<file path="src/rtl/cfg_write_arbiter_if.sv">
// Write-request handshake bundle for the two config-register requesters (A: SPI, B: sequencer).
interface cfg_write_arbiter_if;
  logic       a_valid;
  logic [6:0] a_addr;
  logic [7:0] a_data;
  logic       a_ready;
  logic       b_valid;
  logic [6:0] b_addr;
  logic [7:0] b_data;
  logic       b_ready;

  modport master (
    output a_valid, a_addr, a_data, b_valid, b_addr, b_data,
    input  a_ready, b_ready
  );

  modport slave (
    input  a_valid, a_addr, a_data, b_valid, b_addr, b_data,
    output a_ready, b_ready
  );
endinterface

</file>
<file path="src/rtl/cfg_write_arbiter.sv">
// Two-requester write arbiter into five 8-bit config registers; one write per IDLE/WRITE/ACK pass.
module cfg_write_arbiter #(
  parameter bit FIXED_PRIO = 1'b0
) (
  input  logic                clk,
  input  logic                rst,
  cfg_write_arbiter_if.slave  req,
  output logic [7:0]          en_reg_out_7_0,
  output logic [7:0]          en_reg_out_15_8,
  output logic [7:0]          en_reg_pwm_7_0,
  output logic [7:0]          en_reg_pwm_15_8,
  output logic [7:0]          pwm_duty_cycle,
  output logic [3:0]          bad_addr_cnt,
  output logic                last_grant,
  output logic                busy
);

  typedef enum logic [1:0] {StIdle, StWrite, StAck} state_e;

  state_e     state_q, state_d;
  logic       grant_q, grant_d;
  logic [6:0] addr_q, addr_d;
  logic [7:0] data_q, data_d;
  logic       last_grant_q, last_grant_d;
  logic       sel_b;

  logic [7:0] out_lo_q, out_hi_q, pwm_lo_q, pwm_hi_q, duty_q;
  logic [3:0] bad_cnt_q;

  always_comb begin
    state_d      = state_q;
    grant_d      = grant_q;
    addr_d       = addr_q;
    data_d       = data_q;
    last_grant_d = last_grant_q;
    sel_b        = 1'b0;
    case (state_q)
      StIdle: begin
        if (req.a_valid || req.b_valid) begin
          // Round-robin ties go to whichever requester was not served last.
          if (FIXED_PRIO) sel_b = !req.a_valid;
          else            sel_b = req.b_valid && (!req.a_valid || !last_grant_q);
          grant_d = sel_b;
          addr_d  = sel_b ? req.b_addr : req.a_addr;
          data_d  = sel_b ? req.b_data : req.a_data;
          state_d = StWrite;
        end
      end
      StWrite: state_d = StAck;
      StAck: begin
        last_grant_d = grant_q;
        state_d      = StIdle;
      end
      default: state_d = StIdle;
    endcase
  end

  always_ff @(posedge clk) begin
    if (rst) begin
      state_q      <= StIdle;
      grant_q      <= 1'b0;
      addr_q       <= 7'h00;
      data_q       <= 8'h00;
      last_grant_q <= 1'b1;
      out_lo_q     <= 8'h00;
      out_hi_q     <= 8'h00;
      pwm_lo_q     <= 8'h00;
      pwm_hi_q     <= 8'h00;
      duty_q       <= 8'h00;
      bad_cnt_q    <= 4'h0;
    end else begin
      state_q      <= state_d;
      grant_q      <= grant_d;
      addr_q       <= addr_d;
      data_q       <= data_d;
      last_grant_q <= last_grant_d;
      if (state_q == StWrite) begin
        case (addr_q)
          7'h00:   out_lo_q <= data_q;
          7'h01:   out_hi_q <= data_q;
          7'h02:   pwm_lo_q <= data_q;
          7'h03:   pwm_hi_q <= data_q;
          7'h04:   duty_q   <= data_q;
          default: if (bad_cnt_q != 4'hF) bad_cnt_q <= bad_cnt_q + 4'h1;
        endcase
      end
    end
  end

  // Ready depends only on state; rst suppresses the pulse if it lands in ACK.
  always_comb begin
    req.a_ready = (state_q == StAck) && !grant_q && !rst;
    req.b_ready = (state_q == StAck) &&  grant_q && !rst;
  end

  assign en_reg_out_7_0  = out_lo_q;
  assign en_reg_out_15_8 = out_hi_q;
  assign en_reg_pwm_7_0  = pwm_lo_q;
  assign en_reg_pwm_15_8 = pwm_hi_q;
  assign pwm_duty_cycle  = duty_q;
  assign bad_addr_cnt    = bad_cnt_q;
  assign last_grant      = last_grant_q;
  assign busy            = (state_q != StIdle);

endmodule

</file>
<file path="src/flat_wrapper.sv">
// flat-port wrapper written by rule: the top's interface ports become plain ports
module cfg_write_arbiter_flat 
#(
  parameter bit FIXED_PRIO = 1'b0
)
  (clk, rst, en_reg_out_7_0, en_reg_out_15_8, en_reg_pwm_7_0, en_reg_pwm_15_8, pwm_duty_cycle, bad_addr_cnt, last_grant, busy, req_a_valid, req_a_addr, req_a_data, req_b_valid, req_b_addr, req_b_data, req_a_ready, req_b_ready);
  cfg_write_arbiter_if req_i ();
  input  logic clk;
  input  logic rst;
  output logic [7:0] en_reg_out_7_0;
  output logic [7:0] en_reg_out_15_8;
  output logic [7:0] en_reg_pwm_7_0;
  output logic [7:0] en_reg_pwm_15_8;
  output logic [7:0] pwm_duty_cycle;
  output logic [3:0] bad_addr_cnt;
  output logic last_grant;
  output logic busy;
  input wire logic [$bits(req_i.a_valid)-1:0] req_a_valid;
  input wire logic [$bits(req_i.a_addr)-1:0] req_a_addr;
  input wire logic [$bits(req_i.a_data)-1:0] req_a_data;
  input wire logic [$bits(req_i.b_valid)-1:0] req_b_valid;
  input wire logic [$bits(req_i.b_addr)-1:0] req_b_addr;
  input wire logic [$bits(req_i.b_data)-1:0] req_b_data;
  output wire logic [$bits(req_i.a_ready)-1:0] req_a_ready;
  output wire logic [$bits(req_i.b_ready)-1:0] req_b_ready;
  assign req_i.a_valid = req_a_valid;
  assign req_i.a_addr = req_a_addr;
  assign req_i.a_data = req_a_data;
  assign req_i.b_valid = req_b_valid;
  assign req_i.b_addr = req_b_addr;
  assign req_i.b_data = req_b_data;
  assign req_a_ready = req_i.a_ready;
  assign req_b_ready = req_i.b_ready;
  cfg_write_arbiter #(.FIXED_PRIO(FIXED_PRIO)) u_core (.clk(clk), .rst(rst), .req(req_i), .en_reg_out_7_0(en_reg_out_7_0), .en_reg_out_15_8(en_reg_out_15_8), .en_reg_pwm_7_0(en_reg_pwm_7_0), .en_reg_pwm_15_8(en_reg_pwm_15_8), .pwm_duty_cycle(pwm_duty_cycle), .bad_addr_cnt(bad_addr_cnt), .last_grant(last_grant), .busy(busy));
endmodule
</file>
<file path="config.mk">
export PLATFORM = sky130hd
export DESIGN_NAME = cfg_write_arbiter_flat
export DESIGN_NICKNAME = d
export VERILOG_FILES = /design/src/rtl/cfg_write_arbiter_if.sv /design/src/rtl/cfg_write_arbiter.sv /design/src/flat_wrapper.sv
export SDC_FILE = /design/constraint.sdc
export NUM_CORES = 1
export LEC_CHECK = 0
export ABC_AREA = 1
export BUFFER_PORTS_ARGS = -buffer_cell sky130_fd_sc_hd__buf_2
export CAP_MARGIN = 30
export CORE_MARGIN = 2
export CORE_UTILIZATION = 46
export CTS_CLUSTER_SIZE = 16
export DETAILED_ROUTE_END_ITERATION = 7
export GPL_TIMING_DRIVEN = 1
export HOLD_SLACK_MARGIN = 0.1
export PLACE_DENSITY = 0.75
export SETUP_SLACK_MARGIN = 0.5
export SLEW_MARGIN = 20
export SYNTH_ARGS = -nofsm -noshare
export SYNTH_HDL_FRONTEND = slang
export SYNTH_SLANG_ARGS = --single-unit
</file>
<file path="constraint.sdc">
create_clock -name clk -period 1.2 [get_ports clk]
set_clock_uncertainty 0.05 [all_clocks]
set_input_delay 0.06 -clock clk [delete_from_list [all_inputs] [get_ports clk]]
set_output_delay 0.06 -clock clk [all_outputs]
set_load 0.005 [all_outputs]
</file>
======== After elaboration in Yosys (flattened, before gate mapping) ========
Cells that the tools add are included.
storage, ports and cells
  register bits ........................... 63
  bits of input ports ..................... 34
  logic and storage cells ................. 49
operators by class
  add/sub/neg operators ................... 1
  equal/unequal tests ..................... 8
  muxes and demuxes ....................... 6
  bitwise operators ....................... 1
  reduce and logical (&&, ||, !) cells .... 22
operator list
  cell                 number
  $eq 7x2->1 const B   2
  $reduce_and 2->1     6
  $mux 8               1
  $eq 7x1->1 const B   1
  $eq 7x3->1 const B   1
  $logic_not 7->1      1
  $mux 7               1
  $logic_and 1x1->1    5
  $reduce_or 5->1      1
  $add 4x1->4 const B  1
  $logic_not 1->1      4
  $ne 4x4->1 const B   1
  $pmux 2 s2           1
  $reduce_and 3->1     1
  $eq 2x1->1 const B   1
  $eq 2x2->1 const B   1
  $logic_not 2->1      1
  $logic_or 1x1->1     2
  $mux 1               2
  $mux 2               1
  $ne 2x1->1 const B   1
  $reduce_bool 2->1    1
  $not 1->1            1

======== Logic depth before layout (Yosys ltp) ========
Gate-level depths: netlist (run 1).
  word-level depth ........................ 6
  depth in mapped cells ................... 8
  mapped depth without buffers ............ 8

======== Worst setup path after synthesis (run 1) ========
OpenSTA, ideal clock, no wires.
  kind .................................... flip-flop to flip-flop
  from .................................... reg u_core.addr_q[4]
  to ...................................... reg u_core.out_hi_q[5], in the netlist u_core.en_reg_out_15_8[5]
  data arrival time ....................... 1.077 ns
  setup slack ............................. -0.042 ns
  cell stages (with the launch flop) ...... 8
  path buffers ............................ 1
  period minus slack after synthesis ...... 1.242 ns
  cells stage by stage .................... dfxtp_1 nor2_1 nand2_2 nor3_4 buf_6 nand3_1 nand2_1 nor2_1
between the ends
  cells in the longest elaborated chain, start to end .. 2
ends and longest elaborated chain
  item                        line                     text
  start: declaration          cfg_write_arbiter.sv:22  logic [6:0] addr_q, addr_d;
  start signal: assignment    cfg_write_arbiter.sv:74  addr_q <= addr_d;
  $eq 7x1->1                  cfg_write_arbiter.sv:78  case (addr_q)
  $reduce_and 2->1 (no line)  -
  end signal: assignment      cfg_write_arbiter.sv:80  7'h01: out_hi_q <= data_q;
  end: declaration            cfg_write_arbiter.sv:27  logic [7:0] out_lo_q, out_hi_q, pwm_lo_q, pwm_hi_q, duty_q;
No other way between the ends.
A chain may end at the register's enable or synchronous reset.

======== Worst setup path after layout (run 1) ========
  from .................................... reg u_core.state_q[1]
  to ...................................... out req_a_ready
between the ends
  cells in the longest elaborated chain, start to end .. 3
ends and longest elaborated chain
  item                            line                     text
  start: declaration              cfg_write_arbiter.sv:20  state_e state_q, state_d;
  start signal: assignment        cfg_write_arbiter.sv:60  state_q <= StIdle;
  start signal: assignment        cfg_write_arbiter.sv:72  state_q <= state_d;
  $eq 2x2->1                      cfg_write_arbiter.sv:92  req.a_ready = (state_q == StAck) && !grant_q && !rst;
  $logic_and 1x1->1 (2 in a row)  cfg_write_arbiter.sv:92
  end: declaration                flat_wrapper.sv:24       output wire logic [$bits(req_i.a_ready)-1:0] req_a_ready;
No other way between the ends.

==> results of run 1 <==
-- cell usage after synthesis, drive strengths merged --
library cell and count:
a21oi 37, a31oi 15, buf 21, clkbuf 5, dfxtp 63, ha 1
inv 22, nand2 67, nand3 57, nand4 1, nor2 64, nor3 4
o21ai 24, xor2 1
-- stage by stage --
stage | std cells | TNS [ns] | setup WS [ns] | util
after floorplan | 382 | -0.681 | -0.0251 | -
after global placement | 528 | -1.13 | -0.0590 | 0.581
after detailed placement | 528 | -2.58 | -0.0932 | 0.581
after CTS | 583 | -2.66 | -0.0968 | 0.709
after global routing | 600 | -10.40 | -0.263 | 0.776
final | 600 | -6.29 | -0.204 | 0.776
-- layout by cell type (no fill, tap or decap) --
master         netlist  layout
o21ai_2              0       3
inv_6                0       2
buf_4                1      21
buf_2                9      56
dfxtp_2              0      46
clkbuf_1             5       1
buf_6                9      37
xor2_1               1       1
nor2_2               1       9
nor2_1              58      45
inv_2                7       5
nand4_1              1       1
nor2_4               5      10
inv_1               15      12
buf_16               0       2
nand3_2              0       3
nand3_1             57      52
a21oi_1             37      33
clkinv_2             0       4
o21ai_1             22      21
nand2_4              0       3
a31oi_1             15      15
nor3_2               0       2
nand2_1             66      54
inv_4                0       3
nand2_8              0       1
a21oi_2              0       4
nand3_4              0       2
dfxtp_4              0       8
ha_4                 0       1
buf_12               0      10
dfxtp_1             63       9
nor3_4               2       2
clkbuf_8             0      11
dlygate4sd3_1        0      27
nand2_2              1       9
-- state kept, by name, summed over array words and instances (netlist names) --
signal	count
u_core.pwm_duty_cycle	8
u_core.addr_q	7
u_core.grant_q	1
u_core.en_reg_pwm_7_0	8
u_core.data_q	8
u_core.en_reg_out_7_0	8
u_core.state_q	2
u_core.en_reg_out_15_8	8
u_core.en_reg_pwm_15_8	8
u_core.last_grant	1
u_core.bad_addr_cnt	4
-- cell families (layout without fill, tap and decap cells) --
family                     count (synthesis)  after routing  synth area share
and+or+nand+nor                          193            193             0.309
AOI/OAI and AO/OA                         76             76             0.142
DFF                                       63             63             0.448
buffers and inverters                     48            191            0.0934
adders and majority gates                  1              1           0.00445
xor gates and xnor gates                   1              1           0.00311
-- area by class of cell --
cell class	instances	area share
clock buffer	12	0.0338
clock inverter	4	0.00436
inverter	22	0.0218
multi-input combinational	271	0.325
sequential	63	0.294
tap	75	0.0204
timing repair buffer	153	0.301
-- power by group through the flow --
stage | Sequential (mW) | Clock [mW] | Combinational (mW)
3_3_place_gp | 2.34 | 0 | 0.920
6_report | 2.34 | 1.65 | 1.40
3_5_place_dp | 2.35 | 0 | 0.930
2_1_floorplan | 2.34 | 0 | 0.679
5_1_grt | 2.35 | 1.77 | 1.49
4_1_cts | 2.31 | 1.66 | 1.15
-- tightest hold or removal path, stage by stage --
cell and delay [ns]:
buf_2 0.09, nand3_1 0.07, a31oi_1 0.08
-- worst min-delay path by stage --
stage,to,cells past startpoint
after global placement,u_core.addr_q[1],3
final,u_core.addr_q[3],3
after CTS,u_core.bad_addr_cnt[2],2
after global routing,u_core.data_q[4],3
after detailed placement,u_core.addr_q[1],3
after floorplan,u_core.addr_q[1],2
-- per-layer routing --
metal,vias up,track usage
met2,141,0.437
li1,1551,-
met5,-,0
met4,0,0.0850
met1,1478,0.299
met3,38,0.0750
-- what timing repair did --
| item | in CTS | in global routing |
|---|---|---|
| hold endpoints to repair | 20 | 8 |
| resized for setup | 73 | 59 |
| cloned | 2 | 0 |
| endpoints found under the setup margin | 111 | 111 |
| pin swaps | 18 | 24 |
| buffers inserted | 10 | 17 |
==> impl_metrics.py, run 1 <==
metrics = {
    "logic_synthesis": {
        "synth_nets": 417,
        "ys_types": 23,
        "ys_seq_area_frac": 0.448,
        "synth_area_um2": 2810,
        "avgSynthCellArea_um2": 7.36,
        "synth_cells": 382,
        "ys_ff_latch": 63,
        "yosys_warnings": 0,
        "yosysTopAreaCellShare": 0.448,
        "synth_top_area_cell": "dfxtp_1",
        "yosys-top-cells-area": "dfxtp_1 (45%), nand3_1 (10%), nand2_1 (8.8%)",
    },
    "sta": {
        "min_period_ns": 1.40,
        "setup_violations": 62,
        "slew-limit-headroom": 0.777,
        "whs_ns": -0.0442,
        "hold_viol": 7,
        "fin_ws_ns": -0.204,
        "slew_violations": 0,
        "max_freq_ghz": 0.712,
        "rsz0062_at_grt": "yes",
        "fin_crit_sh": 1.17,
        "tightestPinTransition_ns": 0.333,
    },
    "setup_path": {
        "cp_slowest_cell": "dfxtp_4",
        "rr_worst_depth": 7,
        "cp.depth": 5,
        "cp.arrival_ns": 1.29,
        "reg2reg_to": "u_core.en_reg_pwm_15_8[1]",
        "max_stage_delay_ns": 0.38,
        "end_kind": "output pin",
        "crit_required_ns": 1.09,
        "crit_family": "flip-flops",
        "r2r-start": "u_core.addr_q[4]",
        "start_kind": "register",
        "crit_fanout": 2,
        "r2r_slack_ns": -0.16,
        "crit_type": "register to output pin",
        "critPathCapture": "req_a_ready",
        "cp_num_buf_inv": 3,
        "setup.worst_path.start": "u_core.state_q[1]",
        "path_cells": "inv_6 -> nor2_4 -> inv_2 -> nor3_2 -> buf_2",
    },
    "final_layout": {
        "layout-drive-gt1-share": 0.484,
        "nFillCells": 393,
        "num-nets-final": 555,
        "diodes": 0,
        "seqCellArea_um2": 1350,
        "multi_input_area_um2": 1490,
        "syn2layout_area_growth_pct": 63.3,
        "finalInstanceArea_um2": 4590,
    },
    "outcome": {
        "violations": "negative hold slack, negative setup slack",
        "status": "complete, but fails checks",
    },
    "detailed_routing": {
        "drc": 0,
        "wirelength_um": 9710,
        "wl_met3_um": 578,
        "drt-initial-drc-count": 231,
        "vias": 3208,
        "wl_met2_um": 4990,
        "vias_per_cell": 5.35,
        "wl_met1_um": 3700,
        "post_drt_wl_per_cell_um": 16.2,
        "antenna_left": 0,
        "dr.pass1.iters": 6,
        "top_layer_used": "met4",
    },
    "clock_tree": {
        "cts_tree": "built",
        "cts_root_buffer": "clkbuf_8",
        "clockBufferDepth": 2,
        "cts.hold.buffers_added": 27,
        "cts_buffers": 9,
        "cts_num_sinks": 63,
        "clkTransAtPathRegs_ns": 0.06,
        "clock_latency_ns": 0.35,
        "htreeDepth": 3,
    },
    "die": {
        "start_util": 0.475,
        "core_um2": 5920,
        "dieArea_um2": 6760,
        "io_pins": 82,
        "fp.dieW_um": 82.2,
        "rows": 28,
        "die_h_um": 82.2,
    },
    "power": {
        "p_leak_nw": 2.01,
        "pwr_density_cell_nw_per_um2": 1170,
        "p_comb_frac": 0.259,
        "sw_frac_of_total": 0.311,
        "p_switching_mw": 1.67,
        "p_int_mw": 3.72,
        "clkPwrFrac": 0.307,
        "seq_power_share": 0.434,
        "irDropWorstVdd_uv": 854,
        "power_mw": 5.39,
    },
    "global_routing": {
        "grt_pass1_wl_um": 12900,
        "antenna_found_initial": 0,
        "grt.overflow.total": 0,
        "grt_use_total": 0.253,
        "grt_max_degree": 33,
        "first_global_vias": 2746,
    },
    "placed_design": {
        "place_congestion": 0.812,
        "hpwlAfterDp_um": 4670,
        "dpl_cell_area_um2": 3440,
        "portBuffers": 81,
    },
    "hold_path": {
        "hp-class": "input port to register",
        "min_from": "req_b_addr[3]",
    },
    "flow_run": {
        "max_cap_viol_count": 0,
    },
}
Power figures use the tool's default switching activity.
==> run 2: changes to the inputs <==
--- a/config.mk
+++ b/config.mk
@@ -14,7 +14,7 @@
 export DETAILED_ROUTE_END_ITERATION = 7
 export GPL_TIMING_DRIVEN = 1
 export HOLD_SLACK_MARGIN = 0.1
-export PLACE_DENSITY = 0.75
+export PLACE_DENSITY = 0.84
 export SETUP_SLACK_MARGIN = 0.5
 export SLEW_MARGIN = 20
 export SYNTH_ARGS = -nofsm -noshare
==> impl_metrics.py, run 2 (synthesis gave the netlist of run 1 again) <==
metrics = {
    "final_layout": {
        "num-nets-final": 560,
        "multi_input_area_um2": 1480,
        "syn2layout_area_growth_pct": 67.1,
        "layout-drive-gt1-share": 0.479,
        "finalInstanceArea_um2": 4700,
        "nFillCells": 357,
        "seqCellArea_um2": 1350,
        "instances_no_fill": 605,
        "final_common_cell": "nand2_1",
        "layout_common_cells": "nand2_1 (54), nand3_1 (51), nor2_1 (50), buf_2 (50), buf_6 (46)",
        "diodes": 0,
    },
    "power": {
        "p_switching_mw": 1.75,
        "p_int_mw": 4.21,
        "sw_frac_of_total": 0.293,
        "power_mw": 5.96,
        "clkPwrFrac": 0.363,
        "p_comb_frac": 0.245,
        "irDropWorstVdd_uv": 1060,
        "pwr_density_cell_nw_per_um2": 1270,
        "p_leak_nw": 2.07,
        "seq_power_share": 0.392,
    },
    "sta": {
        "setup_violations": 63,
        "tightestPinTransition_ns": 0.358,
        "slew_violations": 0,
        "hold_viol": 5,
        "whs_ns": -0.0459,
        "fin_ws_ns": -0.260,
        "fin_crit_sh": 1.22,
        "max_freq_ghz": 0.685,
        "slew-limit-headroom": 0.760,
        "min_period_ns": 1.46,
        "rsz0062_at_grt": "yes",
        "tns_ns": -9.87,
    },
    "detailed_routing": {
        "drc": 0,
        "dr.pass1.iters": 5,
        "wirelength_um": 10400,
        "drt-initial-drc-count": 272,
        "vias": 3295,
        "post_drt_wl_per_cell_um": 17.2,
        "antenna_left": 0,
        "vias_per_cell": 5.45,
    },
    "die": {
        "core_um2": 5920,
        "fp.dieW_um": 82.2,
        "io_pins": 82,
        "rows": 28,
        "dieArea_um2": 6760,
        "die_h_um": 82.2,
        "start_util": 0.475,
    },
    "setup_path": {
        "cp_num_buf_inv": 1,
        "crit_fanout": 32,
        "path_cells": "nor2_2 -> nand2_2 -> nor3_4 -> buf_12 -> nand3_1 -> nand2_1 -> nor2_1",
        "start_kind": "register",
        "max_stage_delay_ns": 0.35,
        "crit_type": "register to register",
        "cp.depth": 7,
        "crit_family": "simple AND/OR/NAND/NOR gates",
        "crit_required_ns": 1.38,
        "end_kind": "register",
        "rr_worst_depth": 7,
        "cp_slowest_cell": "dfxtp_2",
        "cp.arrival_ns": 1.64,
    },
    "clock_tree": {
        "cts_root_buffer": "clkbuf_8",
        "clock_latency_ns": 0.35,
        "cts_buffers": 9,
        "htreeDepth": 3,
        "cts_tree": "built",
        "clkTransAtPathRegs_ns": 0.08,
        "clockBufferDepth": 2,
        "cts.hold.buffers_added": 26,
        "cts_num_sinks": 63,
    },
    "placed_design": {
        "dpl_cell_area_um2": 3450,
        "place_congestion": 0.900,
        "portBuffers": 81,
        "dpl.cell_count": 531,
        "hpwlAfterDp_um": 4880,
    },
    "global_routing": {
        "grt_use_total": 0.280,
        "grt_max_degree": 57,
        "grt.overflow.total": 0,
        "first_global_vias": 3011,
        "antenna_found_initial": 0,
        "grt_pass1_wl_um": 14100,
    },
    "outcome": {
        "status": "complete, but fails checks",
        "violations": "negative hold slack, negative setup slack",
    },
    "flow_run": {
        "max_cap_viol_count": 0,
    },
    "hold_path": {
        "hp-class": "input port to register",
        "whs_path_depth": 3,
    },
}
==> run 2: worst paths after layout <==
check	from	to	slack (ns)
setup / recovery	u_core.addr_q[4]	u_core.en_reg_pwm_15_8[4]	-0.26
hold / removal	req_b_addr[3]	u_core.addr_q[3]	-0.05
setup reg to reg	u_core.addr_q[4]	u_core.en_reg_pwm_15_8[4]	-0.26
hold reg to reg	u_core.en_reg_pwm_7_0[1]	u_core.en_reg_pwm_7_0[1]	0.42
==> run 2: what timing repair did <==
| item | in CTS | in global routing |
|---|---|---|
| setup buffers | 20 | 9 |
| pin swaps | 22 | 10 |
| gates cloned | 2 | 1 |
| endpoints found under the hold margin | 22 | 10 |
| gates resized for setup | 86 | 46 |
| endpoints found under the setup margin | 111 | 111 |
==> run 2: cell type report <==
class                           count  area share
Clock buffer                       15      0.0442
Timing Repair Buffer              158       0.307
Inverter                           22      0.0208
Multi-Input combinational cell    271       0.315
Tap cell                           75      0.0200
Sequential cell                    63       0.286
Clock inverter                      1     0.00639
==> run 2: per-stage QoR <==
step / util / hold slack (ns) / worst slack (ns)
final: 0.794 / -0.0459 / -0.260
after CTS: 0.743 / -0.0580 / -0.0946
after global routing: 0.794 / -0.0368 / -0.329
after floorplan: - / 0.160 / -0.0251
after global placement: 0.583 / 0.278 / -0.0648
after detailed placement: 0.583 / 0.279 / -0.0975
==> run 2: layer usage <==
layer  global-route usage  part of all wire  vias to the layer above  routed length [um]
met2                0.514              0.54                      153                5570
met4                0.143             0.047                        0                 491
met1                0.292              0.36                     1542                3690
li1                     -                 -                     1556                   -
met3               0.0707             0.061                       44                 632
met5                    0                 0                        -                   0
==> run 2: tightest hold or removal path: stages <==
cell and delay (ns):
buf_2 0.10, nand3_1 0.08, a31oi_1 0.08
==> run 2: power groups by stage <==
stage | Combinational (mW) | Sequential [mW] | Clock (mW)
detailed placement | 0.960 | 2.34 | 0
CTS | 1.25 | 2.31 | 2.14
global route | 1.55 | 2.34 | 2.27
global placement | 0.933 | 2.34 | 0
finish | 1.46 | 2.34 | 2.16
floorplan | 0.679 | 2.34 | 0
